## src/rtl/twos_to_signmag_serial_pkg.sv

```systemverilog
// Shared types and constants for the serial two's-complement to sign-magnitude decoder.
package twos_signmag_pkg;

    localparam int unsigned DEFAULT_WIDTH = 4;
    localparam int unsigned DEFAULT_CNT_W = $clog2(DEFAULT_WIDTH);

    typedef enum logic [1:0] {
        IDLE  = 2'd0,
        SHIFT = 2'd1,
        DONE  = 2'd2
    } state_e;

endpackage

```

## src/rtl/twos_to_signmag_serial_if.sv

```systemverilog
// Input word and output result handshakes of the serial sign-magnitude decoder.
interface twos_to_signmag_serial_if
    import twos_signmag_pkg::*;
#(
    parameter int unsigned WIDTH = DEFAULT_WIDTH
);
    logic             in_valid;
    logic             in_ready;
    logic [WIDTH-1:0] in_data;
    logic             out_valid;
    logic             out_ready;
    logic             out_sign;
    logic [WIDTH-1:0] out_mag;
    logic             out_min;

    modport slave (
        input  in_valid, in_data, out_ready,
        output in_ready, out_valid, out_sign, out_mag, out_min
    );

    modport master (
        output in_valid, in_data, out_ready,
        input  in_ready, out_valid, out_sign, out_mag, out_min
    );
endinterface

```

## src/rtl/twos_to_signmag_serial_negate_bit.sv

```systemverilog
// One-bit serial negator: pass bits through the first one, invert every bit after it.
module serial_negate_bit (
    input  logic clk,
    input  logic rst,
    input  logic clr,
    input  logic en,
    input  logic neg,
    input  logic b,
    output logic res_c
);
    logic seen_one_q;

    always_ff @(posedge clk) begin
        if (rst || clr) begin
            seen_one_q <= 1'b0;
        end else if (en && neg && !seen_one_q) begin
            seen_one_q <= b;
        end
    end

    assign res_c = (neg && seen_one_q) ? ~b : b;
endmodule

```

## src/rtl/twos_to_signmag_serial.sv

```systemverilog
// Bit-serial two's-complement to sign-magnitude decoder with valid/ready on both sides.
module twos_to_signmag_serial
    import twos_signmag_pkg::*;
#(
    parameter int unsigned WIDTH = DEFAULT_WIDTH
) (
    input  logic                       clk,
    input  logic                       rst,
    twos_to_signmag_serial_if.slave    bus,
    output logic                       busy
);
    localparam int unsigned CNT_W = $clog2(WIDTH);
    localparam logic [WIDTH-1:0] MIN_MAG = {1'b1, {(WIDTH-1){1'b0}}};

    state_e           state_q, state_d;
    logic [CNT_W-1:0] cnt_q;
    logic [WIDTH-1:0] shreg_q;
    logic [WIDTH-2:0] mag_q;
    logic             sign_q;

    logic             in_ready_q, out_valid_q, busy_q;
    logic             out_sign_q, out_min_q;
    logic [WIDTH-1:0] out_mag_q;

    logic             accept_c, shift_c, last_c, res_c;
    logic [WIDTH-1:0] mag_next_c;

    always_ff @(posedge clk) begin
        if (rst) begin
            state_q <= IDLE;
        end else begin
            state_q <= state_d;
        end
    end

    always_comb begin
        state_d    = state_q;
        accept_c   = 1'b0;
        shift_c    = 1'b0;
        last_c     = 1'b0;
        mag_next_c = {res_c, mag_q};
        case (state_q)
            IDLE: begin
                if (bus.in_valid) begin
                    accept_c = 1'b1;
                    state_d  = SHIFT;
                end
            end
            SHIFT: begin
                shift_c = 1'b1;
                if (cnt_q == CNT_W'(WIDTH - 1)) begin
                    last_c  = 1'b1;
                    state_d = DONE;
                end
            end
            DONE: begin
                if (bus.out_ready) begin
                    state_d = IDLE;
                end
            end
            default: state_d = IDLE;
        endcase
    end

    serial_negate_bit u_negate (
        .clk   (clk),
        .rst   (rst),
        .clr   (accept_c),
        .en    (shift_c),
        .neg   (sign_q),
        .b     (shreg_q[0]),
        .res_c (res_c)
    );

    // Result bits enter at the top so the first (LSB) bit lands in bit 0 after WIDTH shifts.
    always_ff @(posedge clk) begin
        if (rst) begin
            in_ready_q  <= 1'b1;
            out_valid_q <= 1'b0;
            busy_q      <= 1'b0;
            out_sign_q  <= 1'b0;
            out_mag_q   <= '0;
            out_min_q   <= 1'b0;
            cnt_q       <= '0;
            shreg_q     <= '0;
            mag_q       <= '0;
            sign_q      <= 1'b0;
        end else begin
            in_ready_q  <= (state_d == IDLE);
            out_valid_q <= (state_d == DONE);
            busy_q      <= (state_d != IDLE);
            if (accept_c) begin
                shreg_q <= bus.in_data;
                sign_q  <= bus.in_data[WIDTH-1];
                cnt_q   <= '0;
                mag_q   <= '0;
            end
            if (shift_c) begin
                shreg_q <= shreg_q >> 1;
                mag_q   <= mag_next_c[WIDTH-1:1];
                cnt_q   <= cnt_q + CNT_W'(1);
            end
            if (last_c) begin
                out_sign_q <= sign_q;
                out_mag_q  <= mag_next_c;
                out_min_q  <= sign_q & (mag_next_c == MIN_MAG);
            end
        end
    end

    assign bus.in_ready  = in_ready_q;
    assign bus.out_valid = out_valid_q;
    assign bus.out_sign  = out_sign_q;
    assign bus.out_mag   = out_mag_q;
    assign bus.out_min   = out_min_q;
    assign busy          = busy_q;
endmodule

```

## src/flat_wrapper.sv

```systemverilog
// flat-port wrapper written by rule: the top's interface ports become plain ports
module twos_to_signmag_serial_flat import twos_signmag_pkg::*;
#(
    parameter int unsigned WIDTH = DEFAULT_WIDTH
)
  (clk, rst, busy, bus_in_valid, bus_in_data, bus_out_ready, bus_in_ready, bus_out_valid, bus_out_sign, bus_out_mag, bus_out_min);
  twos_to_signmag_serial_if #(.WIDTH(WIDTH)) bus_i ();
  input  logic clk;
  input  logic rst;
  output logic busy;
  input wire logic [$bits(bus_i.in_valid)-1:0] bus_in_valid;
  input wire logic [$bits(bus_i.in_data)-1:0] bus_in_data;
  input wire logic [$bits(bus_i.out_ready)-1:0] bus_out_ready;
  output wire logic [$bits(bus_i.in_ready)-1:0] bus_in_ready;
  output wire logic [$bits(bus_i.out_valid)-1:0] bus_out_valid;
  output wire logic [$bits(bus_i.out_sign)-1:0] bus_out_sign;
  output wire logic [$bits(bus_i.out_mag)-1:0] bus_out_mag;
  output wire logic [$bits(bus_i.out_min)-1:0] bus_out_min;
  assign bus_i.in_valid = bus_in_valid;
  assign bus_i.in_data = bus_in_data;
  assign bus_i.out_ready = bus_out_ready;
  assign bus_in_ready = bus_i.in_ready;
  assign bus_out_valid = bus_i.out_valid;
  assign bus_out_sign = bus_i.out_sign;
  assign bus_out_mag = bus_i.out_mag;
  assign bus_out_min = bus_i.out_min;
  twos_to_signmag_serial #(.WIDTH(WIDTH)) u_core (.clk(clk), .rst(rst), .bus(bus_i), .busy(busy));
endmodule
```

## config.mk

```make
export PLATFORM = sky130hd
export DESIGN_NAME = twos_to_signmag_serial_flat
export DESIGN_NICKNAME = d
export VERILOG_FILES = /design/src/rtl/twos_to_signmag_serial_pkg.sv /design/src/rtl/twos_to_signmag_serial_if.sv /design/src/rtl/twos_to_signmag_serial_negate_bit.sv /design/src/rtl/twos_to_signmag_serial.sv /design/src/flat_wrapper.sv
export SDC_FILE = /design/constraint.sdc
export NUM_CORES = 1
export LEC_CHECK = 0
export ABC_CLOCK_PERIOD_IN_PS = 1200
export BUFFER_PORTS_ARGS = -buffer_cell sky130_fd_sc_hd__buf_2
export CAP_MARGIN = 20
export CORE_MARGIN = 4
export CORE_UTILIZATION = 33
export CTS_CLUSTER_DIAMETER = 200
export DETAILED_ROUTE_END_ITERATION = 7
export GPL_TIMING_DRIVEN = 0
export SLEW_MARGIN = 25
export SYNTH_ARGS = -nofsm -noshare
export SYNTH_HDL_FRONTEND = slang
export SYNTH_SLANG_ARGS = --single-unit
```

## constraint.sdc

```tcl
create_clock -name clk -period 1.2 [get_ports clk]
set_input_delay 0.18 -clock clk [delete_from_list [all_inputs] [get_ports clk]]
set_output_delay 0.18 -clock clk [all_outputs]
set_load 0.01 [all_outputs]
```

==> results of run 1 <==
## critical path: stages (launching register included)
cell and delay, ns:
dfxtp_1 0.33, buf_6 0.13, o21bai_2 0.36, a22oi_1 0.15, nor2_1 0.09
## per-layer routing
layer	share of wire [%]	GRT usage, %	wire length [µm]	up-vias
met5	0	0	0	-
met4	0.41	1.90	7	0
met3	5.2	3.92	89	2
met2	47	15.8	807	15
met1	47	13.7	797	313
li1	-	-	-	349
## timing repair
item | in CTS | in global routing
pin swaps | 0 | 1
resized for setup | 3 | 5
setup endpoints to repair | 6 | 13
buffers inserted | 0 | 3
hold buffers | 0 | 0
## layout make-up
| cell class | instances | area [µm²] | area share, % |
|---|---|---|---|
| timing repair buffer | 19 | 103 | 9.55 |
| inverter | 2 | 7.51 | 0.698 |
| tap | 30 | 37.5 | 3.49 |
| sequential | 22 | 445 | 41.4 |
| clock buffer | 3 | 22.5 | 2.10 |
| buffer | 4 | 26.3 | 2.44 |
| multi-input combinational | 58 | 433 | 40.3 |
## placed cells by master (no fill, tap or decap), types with 2 or more instances in the layout
cell | netlist | routed
dfxtp_1 | 22 | 20
nor2_1 | 16 | 16
buf_2 | 0 | 16
mux2i_1 | 9 | 9
buf_4 | 1 | 4
a21oi_1 | 4 | 4
a211oi_1 | 4 | 4
clkbuf_4 | 0 | 3
xor2_1 | 2 | 2
nand3b_1 | 2 | 2
nand2_1 | 2 | 2
a22oi_1 | 4 | 2
a22oi_2 | 0 | 2
## final timing paths
check	to	slack, ns	cells past startpoint
hold / removal	u_core.mag_q[2]	0.12	2
hold reg to reg	u_core.state_q[0]	0.49	1
setup / recovery	u_core.shreg_q[3]	0.08	4
setup reg to reg	u_core.shreg_q[3]	0.08	4
## per-stage QoR
step | cells | area, µm² | util [%] | worst slack, ns | power [µW]
after floorplan | 86 | 876 | - | 0.0917 | 884
after global placement | 132 | 993 | 39.7 | -0.0383 | 922
after detailed placement | 132 | 993 | 39.7 | -0.0597 | 925
after CTS | 135 | 1030 | 41.1 | 0.0163 | 1250
after global routing | 138 | 1070 | 43.0 | -0.000321 | 1320
final | 138 | 1070 | 43.0 | 0.0760 | 1260
## registers in the layout, indices dropped and copies added, names as in the netlist
| signal | count |
|---|---|
| u_core.state_q | 2 |
| u_core.busy | 1 |
| u_core.sign_q | 1 |
| u_core.bus.out_mag | 4 |
| u_core.shreg_q | 4 |
| u_core.mag_q | 3 |
| u_core.bus.out_valid | 1 |
| u_core.bus.out_sign | 1 |
| u_core.bus.in_ready | 1 |
| u_core.bus.out_min | 1 |
| u_core.u_negate.seen_one_q | 1 |
| u_core.cnt_q | 2 |
## logic make-up (layout without fill, tap and decap cells)
family | after synthesis | in the layout | share of synthesized area [%]
xor gates and xnor gates | 2 | 2 | 2.00
buffers and inverters | 6 | 28 | 3.86
and+or+nand+nor | 27 | 27 | 15.6
muxes | 9 | 9 | 10.3
DFF | 22 | 22 | 50.3
adders and majority gates | 1 | 1 | 1.43
AOI/OAI and AO/OA | 19 | 19 | 16.6
## power groups by stage
stage	Sequential [µW]	Combinational, µW	Clock, µW
6_report	776	152	327
5_1_grt	781	168	368
4_1_cts	775	136	335
3_5_place_dp	792	134	0
3_3_place_gp	791	131	0
2_1_floorplan	791	92.6	0
==> flow_summary.toml, run 1 <==
[placement]
place_congestion = 0.744
dp_hpwl_um = 1190
io_buffers = 16

[logic_synthesis]
synth_edf_count = 0
synth_seq_cells = 22
synthArstFlopShare_pct = 0
post-synth-top-count-cell = "dfxtp_1"
ys_top_cells_by_area = "dfxtp_1 50%, mux2i_1 10%, nor2_1 6.9%"
syn_area_um2 = 876
syn_inst = 86
avgSynthCellArea_um2 = 10.2
synth.yosys.warnings = 0
yosysTopAreaCell = "dfxtp_1"
synth_top_area_share_pct = 50.3
seq_area_frac_synth_pct = 50.3
ys.flop_type = "dfxtp_1"
yosysUniqueCellTypes = 30
synthTopCellsByCount = "22 x dfxtp_1, 16 x nor2_1, 9 x mux2i_1"
syn_nets = 95

[worst_setup_path]
r2r-start = "u_core.state_q[0]"
critPathKind = "reg2reg"
cp.required_ns = 1.44
crit_start = "u_core.state_q[0]"
startpoint_type = "flip-flop"
arrival_ns = 1.37
crit_fanout = 8
crit_path_end_kind = "flip-flop"

[global_route]
grt_start_max_net_pins = 12
antenna_found_initial = 0
overflow = 0
grt_pass1_wl_um = 2770
track_usage_pct = 10.2
first_global_vias = 621

[pwr]
power.share.clock_pct = 26.1
combPwrFrac_pct = 12.1
p_int_uw = 946
p_seq_share_pct = 61.9
switching_share_pct = 24.6
vdd_drop_max_uv = 923
netSwitchingPower_uw = 309
powerDensity_nw_per_um2 = 1170
p_leak_uw = 0.000490

[routing]
drt_iter0_drc = 7
wl_per_cell_um = 12.3
drt-total-wl_um = 1700
ant_nets = 0
drtPass1Iterations = 4
vias_per_cell = 4.92
vias = 679
drc = 0

[final_layout]
fill_cells = 271
nets = 119
drive_gt1_share_pct = 33.3
antenna_cells = 0
area_growth_pct = 22.7

[cts]
clock_latency_ns = 0.30
htree_levels = 1
cts_root_buffer = "clkbuf_4"
cts_tree = "yes"
clockBufferDepth = 2
clkTransAtPathRegs_ns = 0.12
cts_made_buffers = 3
cts.sinks = 22

[sta]
fin_setup_tns_ns = 0
holdWs_ns = 0.125
period_share_pct = 93.7
min_period_ns = 1.12
fmax_ghz = 0.890
finClkSkew_ns = 0.00956
setup_viol = 0
hold_violations = 0
tightestPinTransition_ns = 0.477
slew_viol_final = 0
slew_headroom_pct = 68.2

[die]
rows = 18
die-width_um = 59.5
fp.dieH_um = 59.5
start_util_pct = 35.0
core_area_um2 = 2500
die_area_um2 = 3540
io_pins = 17

[run]
cap_violations = 0

[worst_hold_path]
min_from = "rst"
min_path_type = "in2reg"

[outcome]
status = "completed"
Power figures use the tool's default switching activity.
==> run 2: changes to the inputs <==
Settings changed: CELL_PAD_IN_SITES_DETAIL_PLACEMENT set to 1, CELL_PAD_IN_SITES_GLOBAL_PLACEMENT set to 2, CORE_UTILIZATION 33 to 29, PLACE_DENSITY_LB_ADDON set to 0.1.
==> run 2 against run 1 <==
- clock-buffer cell count stayed put
- clock skew is 0.0024 ns higher
- via count is 0.15% lower
- power is 18% higher
==> flow_summary.toml, run 2 (synthesis results as in run 1) <==
[final_layout]
area_growth_pct = 23.7
antenna_cells = 0
finalNonFillerCells = 138
final_common_cell = "dfxtp_1"
nets = 117
final_cell_mix = "20 x dfxtp_1, 16 x nor2_1, 16 x buf_2, 9 x mux2i_1"
drive_gt1_share_pct = 31.8
stdcell_area_um2 = 1080
fill_cells = 326

[cts]
cts_made_buffers = 3
cts_tree = "yes"
htree_levels = 1
cts_root_buffer = "clkbuf_4"
clockBufferDepth = 2
cts.sinks = 22
clkTransAtPathRegs_ns = 0.13
ctsHoldBuffers = 0
clock_latency_ns = 0.31

[placement]
place_area_um2 = 995
dp_hpwl_um = 1290
io_buffers = 16
place_inst = 133
place_congestion = 0.672

[die]
core_area_um2 = 2830
rows = 19
start_util_pct = 31.0
fp.dieH_um = 63.0
die-width_um = 63.0
io_pins = 17
die_area_um2 = 3960

[worst_hold_path]
min_from = "rst"
hold_end = "u_core.mag_q[2]"
min_path_type = "in2reg"
whs_path_depth = 2

[worst_setup_path]
startpoint_type = "flip-flop"
r2r-start = "u_core.state_q[0]"
rr_worst_depth = 5
crit_chain = "buf_6, and2b_1, buf_4, a22oi_1, nor2_1"
critPathMaxStageDelay_ns = 0.33
arrival_ns = 1.31
r2r-end = "u_core.cnt_q[1]"
crit_path_end_kind = "flip-flop"
rrSetupSlack_ns = 0.08
crit_slowest_cell = "dfxtp_1"
critPathKind = "reg2reg"
crit_fanout = 8
critPathBufInv = 2
critical-path-top-delay-family = "flip-flops"
cp.required_ns = 1.38

[sta]
finClkSkew_ns = 0.0119
slew_viol_final = 0
min_period_ns = 1.12
period_share_pct = 93.6
hold_violations = 0
tightestPinTransition_ns = 0.528
rsz0062_at_grt = "no"
fmax_ghz = 0.891
holdWs_ns = 0.115
setup_viol = 0
slew_headroom_pct = 64.8

[routing]
vias_per_cell = 4.91
drt_iter0_drc = 15
drtPass1Iterations = 3
wl_per_cell_um = 13.1
drt-total-wl_um = 1810
drc = 0
ant_nets = 0
vias = 678

[global_route]
grt_start_max_net_pins = 14
overflow = 0
first_global_vias = 658
track_usage_pct = 9.94
antenna_found_initial = 0
grt_pass1_wl_um = 3040

[pwr]
vdd_drop_max_uv = 633
powerDensity_nw_per_um2 = 1370
power.share.clock_pct = 37.9
switching_share_pct = 21.8
p_leak_uw = 0.000494
netSwitchingPower_uw = 323
p_int_uw = 1160
combPwrFrac_pct = 9.6
p_seq_share_pct = 52.5

[outcome]
status = "completed"

[run]
cap_violations = 0
## run 2: timing repair
action,CTS,global route
endpoints found under the setup margin,5,9
buffers inserted,0,1
resized for setup,4,2
gates cloned,0,0
## run 2: per-layer routing
layer / global-route usage (%) / vias to the layer above / share of wire [%]
li1: - / 347 / -
met1: 12.2 / 318 / 47
met2: 15.5 / 11 / 48
met3: 2.52 / 2 / 3.9
met4: 5.79 / 0 / 0.99
met5: 0 / - / 0
## run 2: area by class of cell
type                    instances  area, µm²  area share [%]
clock inverters                 1       30.0            2.77
multi-input cells              58        428            39.5
well taps                      31       38.8            3.58
inverters                       2       7.51           0.693
flip-flops and latches         22        443            40.9
plain buffers                   4       26.3            2.42
repair buffers                 17       87.6            8.08
clock buffers                   3       22.5            2.08
## run 2: worst max path at each step
| stage | start | endpoint | slack, ns | cells after the start |
|---|---|---|---|---|
| floorplan | u_core.cnt_q[0] | u_core.bus.out_mag[0] | 0.09 | 4 |
| global placement | u_core.cnt_q[0] | u_core.bus.out_mag[0] | -0.07 | 4 |
| detailed placement | u_core.cnt_q[0] | u_core.bus.out_mag[1] | -0.11 | 4 |
| CTS | u_core.cnt_q[0] | u_core.bus.out_mag[1] | -0.0005 | 4 |
| global route | u_core.state_q[0] | u_core.cnt_q[0] | 0.008 | 5 |
| finish | u_core.state_q[0] | u_core.cnt_q[1] | 0.08 | 5 |
## run 2: stage by stage
step | utilization (%) | worst slack [ns] | power (µW) | setup TNS [ns]
2_1_floorplan | - | 0.0917 | 884 | 0
3_3_place_gp | 35.2 | -0.0689 | 925 | -0.286
3_5_place_dp | 35.2 | -0.105 | 929 | -0.465
4_1_cts | 37.6 | -0.000543 | 1510 | -0.000543
5_1_grt | 38.3 | 0.00763 | 1570 | 0
6_report | 38.3 | 0.0774 | 1480 | 0
## run 2: worst register-to-register path: stages, from the launching register on
cell and delay, ns:
dfxtp_1 0.33, buf_6 0.13, and2b_1 0.16, buf_4 0.16, a22oi_1 0.18, nor2_1 0.05
## run 2: power groups by stage
| stage | Sequential, µW | Combinational, µW | Clock, µW |
|---|---|---|---|
| finish | 779 | 142 | 563 |
| global route | 785 | 161 | 626 |
| CTS | 777 | 141 | 591 |
| detailed placement | 793 | 136 | 0 |
| global placement | 792 | 133 | 0 |
| floorplan | 791 | 92.6 | 0 |
==> run 3: changes to the inputs <==
Settings changed: SETUP_SLACK_MARGIN set to 0.15.
==> run 3 against run 2 <==
- via count up 2.8%
- register-to-register slack better by 0.04 ns
- clock-buffer cell count up 1
- first-iteration DRC count up 53%
- final area up 8.0%
- power down 8.5%
- maximum frequency up 3.2%
- critical path depth unchanged
- clock power down 28%
- non-clock buffer count up 6
- sequential cell count unchanged
- hold slack better by 0.0058 ns
- largest power group unchanged
- highest routed layer unchanged
==> flow_summary.toml, run 3 (synthesis results as in run 1) <==
[outcome]
status = "completed"

[final_layout]
area_growth_pct = 33.6
final_util_pct = 41.4
antenna_cells = 0
drive_gt1_share_pct = 42.5
final_common_cell = "dfxtp_1"
fill_cells = 328
regArea_um2 = 450
nets = 123
multi_input_area_um2 = 470
final_cell_mix = "18 x dfxtp_1, 16 x buf_2, 15 x nor2_1, 9 x mux2i_1, 7 x buf_4"

[worst_setup_path]
crit_path_end_kind = "flip-flop"
crit_slowest_cell = "dfxtp_2"
rrSetupSlack_ns = 0.11
crit_chain = "buf_8, and2b_1, buf_6, a22oi_2, nor2_1"
r2r-end = "u_core.mag_q[1]"
critPathMaxStageDelay_ns = 0.34
rr_worst_depth = 5
arrival_ns = 1.28
critPathKind = "reg2reg"
crit_fanout = 8
r2r-start = "u_core.state_q[0]"
cp.required_ns = 1.39
startpoint_type = "flip-flop"

[pwr]
powerDensity_nw_per_um2 = 1160
p_seq_share_pct = 57.1
power.share.clock_pct = 29.8
netSwitchingPower_uw = 329
switching_share_pct = 24.3
p_int_uw = 1030
combPwrFrac_pct = 13.0
p_leak_uw = 0.000526
vdd_drop_max_uv = 687

[worst_hold_path]
hold_end = "u_core.sign_q"
min_from = "bus_in_data[3]"
min_path_type = "in2reg"
whs_path_depth = 3

[routing]
met3WireLength_um = 116
ant_nets = 0
drt-total-wl_um = 1920
wl_per_cell_um = 13.3
drc = 0
drt_iter0_drc = 23
drtPass1Iterations = 5
top_layer_used = "met4"
wl_met2_um = 906
wl_met1_um = 878
vias_per_cell = 4.84
vias = 697

[die]
die-width_um = 63.0
fp.dieH_um = 63.0
io_pins = 17
rows = 19
die_area_um2 = 3960
core_area_um2 = 2830
start_util_pct = 31.0

[sta]
slew_headroom_pct = 65.9
fmax_ghz = 0.920
finalWorstSetupSlack_ns = 0.113
finClkSkew_ns = 0.00424
min_period_ns = 1.09
setup_viol = 0
fin_setup_tns_ns = 0
hold_violations = 0
tightestPinTransition_ns = 0.511
rsz0062_at_grt = "yes"
slew_viol_final = 0
period_share_pct = 90.6

[placement]
dp_hpwl_um = 1310
place_congestion = 0.633
dp_slack_ns = 0.0348
io_buffers = 16

[global_route]
grt_pass1_wl_um = 3150
first_global_vias = 673
overflow = 0
grt_start_max_net_pins = 13
antenna_found_initial = 0
track_usage_pct = 10.2

[cts]
htree_levels = 1
cts_tree = "yes"
cts_root_buffer = "clkbuf_4"
cts_made_buffers = 3
ctsHoldBuffers = 0
clkTransAtPathRegs_ns = 0.12
clock_latency_ns = 0.30
clockBufferDepth = 2
cts.sinks = 22

[run]
cap_violations = 0
==> run 3: changes by cell type in the layout (fill, tap and decap cells not counted), moves of 2 or more <==
cell,delta
a22oi_1,-3
a22oi_2,+3
buf_4,+5
dfxtp_1,-2
dfxtp_4,+2
==> run 3: worst max path at each step <==
| stage | startpoint | end | slack, ns | depth (start not counted) |
|---|---|---|---|---|
| floorplan | u_core.state_q[0] | u_core.mag_q[0] | 0.15 | 5 |
| detailed placement | u_core.cnt_q[0] | u_core.bus.out_mag[1] | 0.03 | 4 |
| global placement | u_core.state_q[1] | u_core.mag_q[0] | 0.04 | 4 |
| finish | u_core.state_q[0] | u_core.mag_q[1] | 0.11 | 5 |
| global route | u_core.cnt_q[1] | u_core.bus.out_mag[2] | 0.04 | 4 |
| CTS | u_core.state_q[0] | u_core.sign_q | 0.08 | 4 |
==> run 3: power groups by stage <==
stage	Clock [µW]	Sequential [µW]	Combinational (µW)
final	405	775	177
after global routing	459	780	196
after global placement	0	793	139
after detailed placement	0	793	139
after floorplan	0	792	96.0
after CTS	425	779	158
==> run 3: repair_timing <==
| action | CTS | global route |
|---|---|---|
| buffers inserted | 5 | 2 |
| pin swaps | 3 | 6 |
| endpoints found under the hold margin | 0 | 0 |
| setup endpoints to repair | 19 | 20 |
| resized for setup | 5 | 12 |
==> run 3: stage by stage <==
step	cell area (µm²)	instances	hold slack, ns	power [µW]
after floorplan	892	86	0.284	888
after global placement	1010	133	0.437	931
after detailed placement	1010	133	0.447	933
after CTS	1100	142	0.111	1360
after global routing	1170	144	0.113	1440
final	1170	144	0.121	1360
==> run 3: routing by layer <==
metal / vias to the layer above / GRT usage (%)
li1: 359 / -
met1: 322 / 12.7
met2: 14 / 15.7
met3: 2 / 4.32
met4: 0 / 3.31
met5: - / 0
==> run 3: area by class of cell <==
cell class,count,area share [%]
multi-input combinational,58,40.2
buffer,4,2.89
clock buffer,4,3.10
timing repair buffer,23,11.3
tap,31,3.32
sequential,22,38.5
inverter,2,0.642
==> run 3: critical path: cells and delay by family (launching register included) <==
family | cells | cell delay [ns]
flops | 1 | 0.34
compound gates | 1 | 0.15
buf+inv | 2 | 0.27
simple gates | 2 | 0.21
